--- src/rtl/alu_pkg.sv ---
// alu_pkg: shared ALU opcode, multiplier width and multiplier FSM state encoding
package alu_pkg;
  localparam int N = 16;
  localparam logic [3:0] ALU_OP_ADD = 4'h0;
  typedef enum logic [1:0] {IDLE = 2'd0, ITER = 2'd1, DONE = 2'd2} mult_state_t;
  // 0x8000 maps onto itself, which is the correct unsigned magnitude
  function automatic logic [N-1:0] mag(input logic [N-1:0] v, input logic s);
    return (s && v[N-1]) ? -v : v;
  endfunction
endpackage

--- src/rtl/alu_mult_seq_if.sv ---
// alu_mult_seq_if: multiply request/response bundle
interface alu_mult_seq_if;
  import alu_pkg::*;
  logic start, sgn, busy, done;
  logic [N-1:0] opA, opB;
  logic [2*N-1:0] product;
  modport master(output start, opA, opB, sgn, input busy, done, product);
  modport slave(input start, opA, opB, sgn, output busy, done, product);
endinterface

--- src/rtl/mult_fsm.sv ---
// mult_fsm: IDLE/ITER/DONE sequencing and iteration count for the shift-add multiplier
module mult_fsm
  import alu_pkg::*;
(
  input  logic clk,
  input  logic rst,
  input  logic start,
  output logic accept,
  output logic iter,
  output logic last,
  output logic busy,
  output logic done
);
  mult_state_t state, state_nxt;
  logic [$clog2(N)-1:0] cnt;
  always_ff @(posedge clk or negedge rst)
    if (!rst) begin
      state <= IDLE;
      cnt <= '0;
    end else begin
      state <= state_nxt;
      cnt <= accept ? '0 : iter ? cnt + 1'b1 : cnt;
    end
  always_comb
    state_nxt = accept ? ITER : last ? DONE : iter ? ITER : IDLE;
  always_comb begin
    accept = state == IDLE && start;
    iter = state == ITER;
    last = iter && &cnt;
    busy = state != IDLE;
    done = state == DONE;
  end
endmodule

--- src/rtl/alu_mult_seq.sv ---
// alu_mult_seq: 16x16 sequential shift-add multiplier using an external ALU for every addition
module alu_mult_seq
  import alu_pkg::*;
(
  input  logic           clk,
  input  logic           rst,
  alu_mult_seq_if.slave  req,
  output logic [N-1:0]   aluA,
  output logic [N-1:0]   aluB,
  output logic [3:0]     aluOp,
  output logic           aluCin,
  output logic           aluInvA,
  output logic           aluInvB,
  output logic           aluSign,
  input  logic [N-1:0]   aluOut,
  input  logic           aluOfl,
  input  logic           aluZero,
  input  logic           aluNeg
);
  logic accept, iter, last, neg, unused_flags;
  logic [N-1:0] mcand, mplr, acc_hi;
  logic [2*N-1:0] nxt;
  mult_fsm u_fsm (
    .clk(clk), .rst(rst), .start(req.start), .accept(accept), .iter(iter),
    .last(last), .busy(req.busy), .done(req.done)
  );
  // carry-out of the add becomes the top bit of the shifted accumulator
  assign nxt = {aluOfl, aluOut, mplr[N-1:1]};
  always_ff @(posedge clk or negedge rst)
    if (!rst) begin
      mcand <= '0;
      mplr <= '0;
      acc_hi <= '0;
      neg <= 1'b0;
      req.product <= '0;
    end else if (accept) begin
      mcand <= mag(req.opA, req.sgn);
      mplr <= mag(req.opB, req.sgn);
      acc_hi <= '0;
      neg <= req.sgn & (req.opA[N-1] ^ req.opB[N-1]);
    end else if (iter) begin
      {acc_hi, mplr} <= nxt;
      if (last) req.product <= neg ? -nxt : nxt;
    end
  always_comb begin
    aluA = iter ? acc_hi : '0;
    aluB = iter && mplr[0] ? mcand : '0;
  end
  assign aluOp = ALU_OP_ADD;
  assign aluCin = 1'b0;
  assign aluInvA = 1'b0;
  assign aluInvB = 1'b0;
  assign aluSign = 1'b0;
  assign unused_flags = aluZero ^ aluNeg;
endmodule
--- src/flat_wrapper.sv ---
// flat-port wrapper written by rule: the top's interface ports become plain ports
module alu_mult_seq_flat import alu_pkg::*;
  (clk, rst, aluA, aluB, aluOp, aluCin, aluInvA, aluInvB, aluSign, aluOut, aluOfl, aluZero, aluNeg, req_start, req_opA, req_opB, req_sgn, req_busy, req_done, req_product);
  alu_mult_seq_if req_i ();
  input  logic clk;
  input  logic rst;
  output logic [N-1:0] aluA;
  output logic [N-1:0] aluB;
  output logic [3:0] aluOp;
  output logic aluCin;
  output logic aluInvA;
  output logic aluInvB;
  output logic aluSign;
  input  logic [N-1:0] aluOut;
  input  logic aluOfl;
  input  logic aluZero;
  input  logic aluNeg;
  input wire logic [$bits(req_i.start)-1:0] req_start;
  input wire logic [$bits(req_i.opA)-1:0] req_opA;
  input wire logic [$bits(req_i.opB)-1:0] req_opB;
  input wire logic [$bits(req_i.sgn)-1:0] req_sgn;
  output wire logic [$bits(req_i.busy)-1:0] req_busy;
  output wire logic [$bits(req_i.done)-1:0] req_done;
  output wire logic [$bits(req_i.product)-1:0] req_product;
  assign req_i.start = req_start;
  assign req_i.opA = req_opA;
  assign req_i.opB = req_opB;
  assign req_i.sgn = req_sgn;
  assign req_busy = req_i.busy;
  assign req_done = req_i.done;
  assign req_product = req_i.product;
  alu_mult_seq u_core (.clk(clk), .rst(rst), .req(req_i), .aluA(aluA), .aluB(aluB), .aluOp(aluOp), .aluCin(aluCin), .aluInvA(aluInvA), .aluInvB(aluInvB), .aluSign(aluSign), .aluOut(aluOut), .aluOfl(aluOfl), .aluZero(aluZero), .aluNeg(aluNeg));
endmodule
--- config.mk ---
export PLATFORM = sky130hd
export DESIGN_NAME = alu_mult_seq_flat
export DESIGN_NICKNAME = d
export VERILOG_FILES = /design/src/rtl/alu_pkg.sv /design/src/rtl/alu_mult_seq_if.sv /design/src/rtl/mult_fsm.sv /design/src/rtl/alu_mult_seq.sv /design/src/flat_wrapper.sv
export SDC_FILE = /design/constraint.sdc
export NUM_CORES = 1
export LEC_CHECK = 0
export CELL_PAD_IN_SITES_DETAIL_PLACEMENT = 0
export CELL_PAD_IN_SITES_GLOBAL_PLACEMENT = 2
export CORE_MARGIN = 2
export CORE_UTILIZATION = 29
export CTS_CLUSTER_SIZE = 8
export DETAILED_ROUTE_END_ITERATION = 10
export HOLD_SLACK_MARGIN = 0.02
export PLACE_DENSITY = 0.81
export SLEW_MARGIN = 15
export SYNTH_ARGS = -nofsm -noshare
export SYNTH_HDL_FRONTEND = slang
export SYNTH_SLANG_ARGS = --single-unit
--- constraint.sdc ---
create_clock -name clk -period 2.3 [get_ports clk]
set_input_delay 0.23 -clock clk [delete_from_list [all_inputs] [get_ports clk]]
set_output_delay 0.23 -clock clk [all_outputs]
set_load 0.03 [all_outputs]
[Word level (Yosys, flattened, before mapping)]
Cells that the tools add are included.
Cells by class
  add/sub/neg operators: 4
  $mul: 0
  div/mod/pow operators: 0
  order comparisons: 0
  equal/unequal tests: 2
  shift operators: 0
  mux-type cells: 14
  bitwise operators: 3
  reductions and logical operators: 10
Operator list (count)
  $mux W16: 8
  $mux W32: 1
  $neg A16 Y16: 2
  $neg A32 Y32: 1
  $mux W4: 2
  $logic_and A1 B1 Y1: 5
  $add A4 B1 Y4 const B: 1
  $mux W2: 2
  $reduce_and A4 Y1: 1
  $reduce_bool A2 Y1: 2
  $reduce_and A3 Y1: 1
  $eq A2 B1 Y1 const B: 1
  $eq A2 B2 Y1 const B: 1
  $logic_not A2 Y1: 1
  $and A1 B1 Y1: 1
  $mux W1: 1
  $not A1 Y1: 1
  $xor A1 B1 Y1: 1
Word-level totals
  bits in registers: 87
  latch bits: 0
  memory bits (writable): 0
  ROM bits: 0
  bits of input ports: 55
  output and inout bits: 74
  memories: 0

[Logic depth before layout (Yosys ltp)]
  word-level depth: 4
  mapped depth: 7
  depth with buffers taken out: 7

[Hierarchy]
A second synthesis with hierarchy kept.
Unflattened totals
  cells, all modules: 561
  area total of the unflattened synthesis: 5046.1 um^2
By module, submodules not included
  alu_mult_seq: times used 1, cells an instance 533, area an instance 4758.3 um^2
  mult_fsm: times used 1, cells an instance 28, area an instance 287.8 um^2

[Worst setup path before layout]
Ideal clock, no wire load.
  path kind: register to register
  start point: reg u_core.mplr[1]
  end point: reg u_core.req.product[28]
  arrival time: 1689 ps
  slack: 481 ps
  cell stages (with the launch flop): 8
  path buffers: 0
  cell sequence: dfrtp_1 > inv_1 > ha_1 > nor3b_2 > nand4_4 > o41ai_2 > xor2_1 > o21ai_1
On the way
  word-level cells in the longest chain between the ends: 2
Ends and longest elaborated chain
  start: declaration: line alu_mult_seq.sv:21  | logic [N-1:0] mcand, mplr, acc_hi;
  start signal: assignment: line alu_mult_seq.sv:38  | mplr <= mag(req.opB, req.sgn);
  start signal: assignment: line alu_mult_seq.sv:42  | {acc_hi, mplr} <= nxt;
  $neg A32 Y32: line alu_mult_seq.sv:43  | if (last) req.product <= neg ? -nxt : nxt;
  $mux W32: line alu_mult_seq.sv:43
  end signal: assignment: line alu_mult_seq.sv:43
  end: declaration: line alu_mult_seq_if.sv:8  | modport slave(input start, opA, opB, sgn, output busy, done, product);
No other way between the ends.
A chain may end at the register's enable or synchronous reset.

[Final worst setup path]
  start point: reg u_core.u_fsm.state[1]
  end point: out aluB[6]
On the way
  word-level cells in the longest chain between the ends: 3
Ends and longest elaborated chain
  start: declaration: line mult_fsm.sv:14  | mult_state_t state, state_nxt;
  start signal: assignment: line mult_fsm.sv:21  | state <= state_nxt;
  $eq A2 B1 Y1: line mult_fsm.sv:28  | iter = state == ITER;
  $logic_and A1 B1 Y1: line alu_mult_seq.sv:47  | aluB = iter && mplr[0] ? mcand : '0;
  $mux W16: line alu_mult_seq.sv:47
  end: declaration: line flat_wrapper.sv:8  | output logic [N-1:0] aluB;
No other way between the ends.

==> tab_implementation.tex <==
\begin{tabular}{lr}
\hline
Metric & Value \\
\hline
\multicolumn{2}{l}{\textbf{Status}} \\
Result of the run & finished, final reports clean \\
\multicolumn{2}{l}{\textbf{Run}} \\
Max-cap violations & 0 \\
\multicolumn{2}{l}{\textbf{Yosys}} \\
Share of the synthesized area in the top cell type & 43.2\% \\
Library cell occupying the most area in the post-synthesis netlist & dfrtp\_1 \\
Yosys warning total & 0 \\
Synth area leaders & dfrtp\_1, nand2\_1, o21ai\_0 \\
Post-synth design cell area & 5040 um\^{}2 \\
Fraction of the yosys area taken by sequential cells & 43.2\% \\
Post-Synthesis Cells & 585 \\
Share of synthesized flip-flops with an asynchronous set or reset & 100\% \\
Yosys reg bits & 87 \\
Most used flip-flop cell after synthesis & dfrtp\_1 \\
Post-synth EDFFs & 0 \\
Syn Area/Cell & 8.62 um\^{}2 \\
Number of library cell types mapped by synthesis & 47 \\
\multicolumn{2}{l}{\textbf{Timing}} \\
Worst Max-Slew Pin Slew & 0.579 ns \\
Final number of setup-violating endpoints & 0 \\
Final clock skew & 0.00844 ns \\
Share of the cycle needed by the critical path after routing & 97.4\% \\
Final Max Tran Viols & 0 \\
Top achievable clock speed & 446 MHz \\
Worst Hold Margin & 0.437 ns \\
Relative max-transition margin & 61.4\% \\
Post-layout min period & 2.24 ns \\
Summed negative setup slack over all endpoints & 0 ns \\
Final number of hold-violating endpoints & 0 \\
Unrepaired setup endpoints after global routing & false \\
\multicolumn{2}{l}{\textbf{Power and ir drop}} \\
Pwr Total & 8890 uW \\
Power spent charging and discharging nets & 3940 uW \\
Clock network power share & 15.5\% \\
Combinational power share & 52.3\% \\
Pwr per Cell Area & 1290 nW/um\^{}2 \\
Static leakage & 0.00330 uW \\
Worst-case vdd ir drop & 0.000587 V \\
Flop pwr share & 32.2\% \\
Switching share of power & 44.4\% \\
Internal Power & 4940 uW \\
\multicolumn{2}{l}{\textbf{Worst setup path}} \\
Crit path max fanout & 22 \\
Arrival time at the worst endpoint & 2.01 ns \\
Element type at the critical path start & flop \\
Required time at the worst-slack endpoint & 2.07 ns \\
Type of the worst setup path & flop to output port \\
Cell family with most CP delay & buffers and inverters \\
Slowest library cell on the worst path & clkdlybuf4s50\_1 \\
Critical path, cell by cell & nor2b\_4 -> buf\_4 -> and3\_1 -> clkdlybuf4s50\_1 \\
Worst path bufs/invs & 2 \\
Element type at the critical path end & output port \\
Worst stage delay on the critical path & 0.67 ns \\
\multicolumn{2}{l}{\textbf{Floorplanning}} \\
Number of top-level design ports & 129 \\
Die height & 136 um \\
Die X & 136 um \\
Full die area & 18500 um\^{}2 \\
Number of placement rows & 48 \\
Initial Util & 29.4\% \\
Core Box Area & 17200 um\^{}2 \\
\multicolumn{2}{l}{\textbf{Placed design}} \\
Gpl congestion & 0.851 \\
Post-place instance area & 6550 um\^{}2 \\
Post-DP HPWL & 10.4 mm \\
Port bufs & 118 \\
\multicolumn{2}{l}{\textbf{Clock network}} \\
Number of post-CTS setup repair buffers & 0 \\
Clock tree from TritonCTS & built \\
Sink Count & 87 \\
Clock slew at reported path FFs & 0.07 ns \\
Root buffer cell & clkbuf\_16 \\
CTS HTree Levels & 3 \\
Maximum buffer depth of the clock tree & 2 \\
Inserted Clock Buffers & 9 \\
Clock network latency to the later pin of the worst-skew pair & 0.34 ns \\
\multicolumn{2}{l}{\textbf{Global routing}} \\
Wire length of the first global-routing pass & 22.4 mm \\
Via count of the first global-routing pass & 4391 \\
Largest net degree at the start of global routing & 64 \\
GRT Resource Usage Total & 15.3\% \\
Number of antenna violations at the first check in global routing & 0 \\
Global-route congestion overflow total & 0 \\
\multicolumn{2}{l}{\textbf{Drt}} \\
Number of remaining DRC errors & 0 \\
DR WL/cell & 14.9 um \\
Average via count per standard cell & 4.80 \\
First-pass detailed-route iteration total & 4 \\
Detailed router's first-iteration violation count & 242 \\
Residual antenna-violating net count after detailed routing & 0 \\
Wire length reported by the detailed router & 14.0 mm \\
Via count & 4495 \\
\multicolumn{2}{l}{\textbf{Layout}} \\
Utilization after layout & 40.2\% \\
Nets & 766 \\
Share of final-layout standard cells stronger than drive strength 1 & 8.99\% \\
Diodes inserted & 0 \\
Final standard cell area without fillers & 6910 um\^{}2 \\
Area growth from synthesis to layout & 36.9\% \\
Number of inserted filler cells in the final layout & 1798 \\
\multicolumn{2}{l}{\textbf{Min path}} \\
Hold Crit Class & input port to async pin \\
\hline
\end{tabular}
==> cells in the final DEF, fill, tap and decap left out, types with 4 or more instances in the layout <==
cell             synthesis  final
a21oi_1                 14     14
a31oi_1                 10     10
and2_1                  19     19
and3_1                  24     24
buf_4                    8     27
clkbuf_16                0      9
clkdlybuf4s50_1          0     86
conb_1                   1      8
dfrtp_1                 87     87
dlygate4sd2_1            0      4
dlymetal6s2s_1           0     27
ha_1                     4      4
inv_1                   12     12
nand2_1                128    127
nand3_1                  6      6
nor2_1                  25     25
nor3_1                  11     11
nor4_1                   4      4
o21ai_0                 73     73
o21ai_1                  5      5
o31ai_1                 14     14
o41ai_1                 11     10
o41ai_2                  3      4
xnor2_1                 16     16
xor2_1                  41     41
==> through the flow <==
stage / setup slack, ns / instances
CTS: 0.00131 / 937
global route: 0.00423 / 937
finish: 0.0589 / 937
detailed placement: 0.0634 / 920
floorplan: 0.481 / 592
global placement: 0.0971 / 920
==> final timing paths <==
path	end	startpoint	slack, ns	depth (start not counted)
max	aluB[6]	u_core.u_fsm.state[1]	0.06	4
min	u_core.req.product[20]	rst	0.44	2
max reg2reg	u_core.req.product[28]	u_core.mplr[1]	0.21	7
min reg2reg	u_core.req.product[21]	u_core.req.product[21]	0.47	2
max in group asynchronous	u_core.acc_hi[10]	rst	1.19	3
min in group clk	u_core.req.product[21]	u_core.req.product[21]	0.47	2
==> cells in the mapped netlist (5+ instances only) <==
master / instances
nand2_1: 128
dfrtp_1: 87
o21ai_0: 73
xor2_1: 41
clkbuf_1: 29
nor2_1: 25
and3_1: 24
and2_1: 19
xnor2_1: 16
a21oi_1: 14
o31ai_1: 14
inv_1: 12
nor3_1: 11
o41ai_1: 11
a31oi_1: 10
buf_4: 8
nand3_1: 6
o21ai_1: 5
==> kinds of logic after synthesis <==
family,share of synthesized area (%)
fa+ha+maj,0.992
compound gates,16.4
simple gates,23.9
mux,0.198
xor+xnor,9.90
buf+inv,5.38
flops,43.2
other cells,0.0743
==> routing by layer <==
layer | wire (um) | share of wire (%) | global-route usage, % | vias up
met1 | 6740 | 48 | 21.0 | 2120
met2 | 6280 | 45 | 24.4 | 123
met5 | 0 | 0 | 0 | -
li1 | - | - | - | 2241
met3 | 815 | 5.8 | 3.09 | 11
met4 | 155 | 1.1 | 4.46 | 0
==> cell type report <==
type	instances	area, um^2	area share [%]
clock buffer	13	250	3.62
clock inverter	3	18.8	0.272
inverter	12	45.0	0.652
multi-input combinational	450	2650	38.3
sequential	87	2180	31.5
tap	225	282	4.08
timing repair buffer	147	1490	21.5
==> worst register-to-register path, stage by stage, from the launching register on <==
cell and delay (ns):
dfrtp_1 0.43, inv_1 0.10, ha_1 0.20, nor3b_4 0.29, nand4_4 0.23, o41ai_2 0.41, xor2_1 0.24, o21ai_1 0.08
==> state kept, by name (all words and copies together), names as in the netlist <==
register            flops
u_core.u_fsm.state      2
u_core.u_fsm.cnt        4
u_core.mcand           16
u_core.req.product     32
u_core.mplr            16
u_core.neg              1
u_core.acc_hi          16
==> timing repair <==
item | 4_1_cts | 5_1_grt
gates cloned | 0 | 0
resized for setup | 4 | 29
hold endpoints to repair | 42 | 0
hold buffers | 1 | 0
pin swaps | 0 | 0
setup endpoints to repair | 4 | 28
==> power groups by stage <==
stage                     Combinational (uW)  Clock [uW]  Sequential (uW)
after global routing                    5090        1470             2970
final                                   4650        1380             2870
after CTS                               4730        1420             2870
after detailed placement                4740           0             2890
after floorplan                         2450           0             3280
after global placement                  4670           0             2860
No activity file was read; power rests on OpenSTA's default activity.
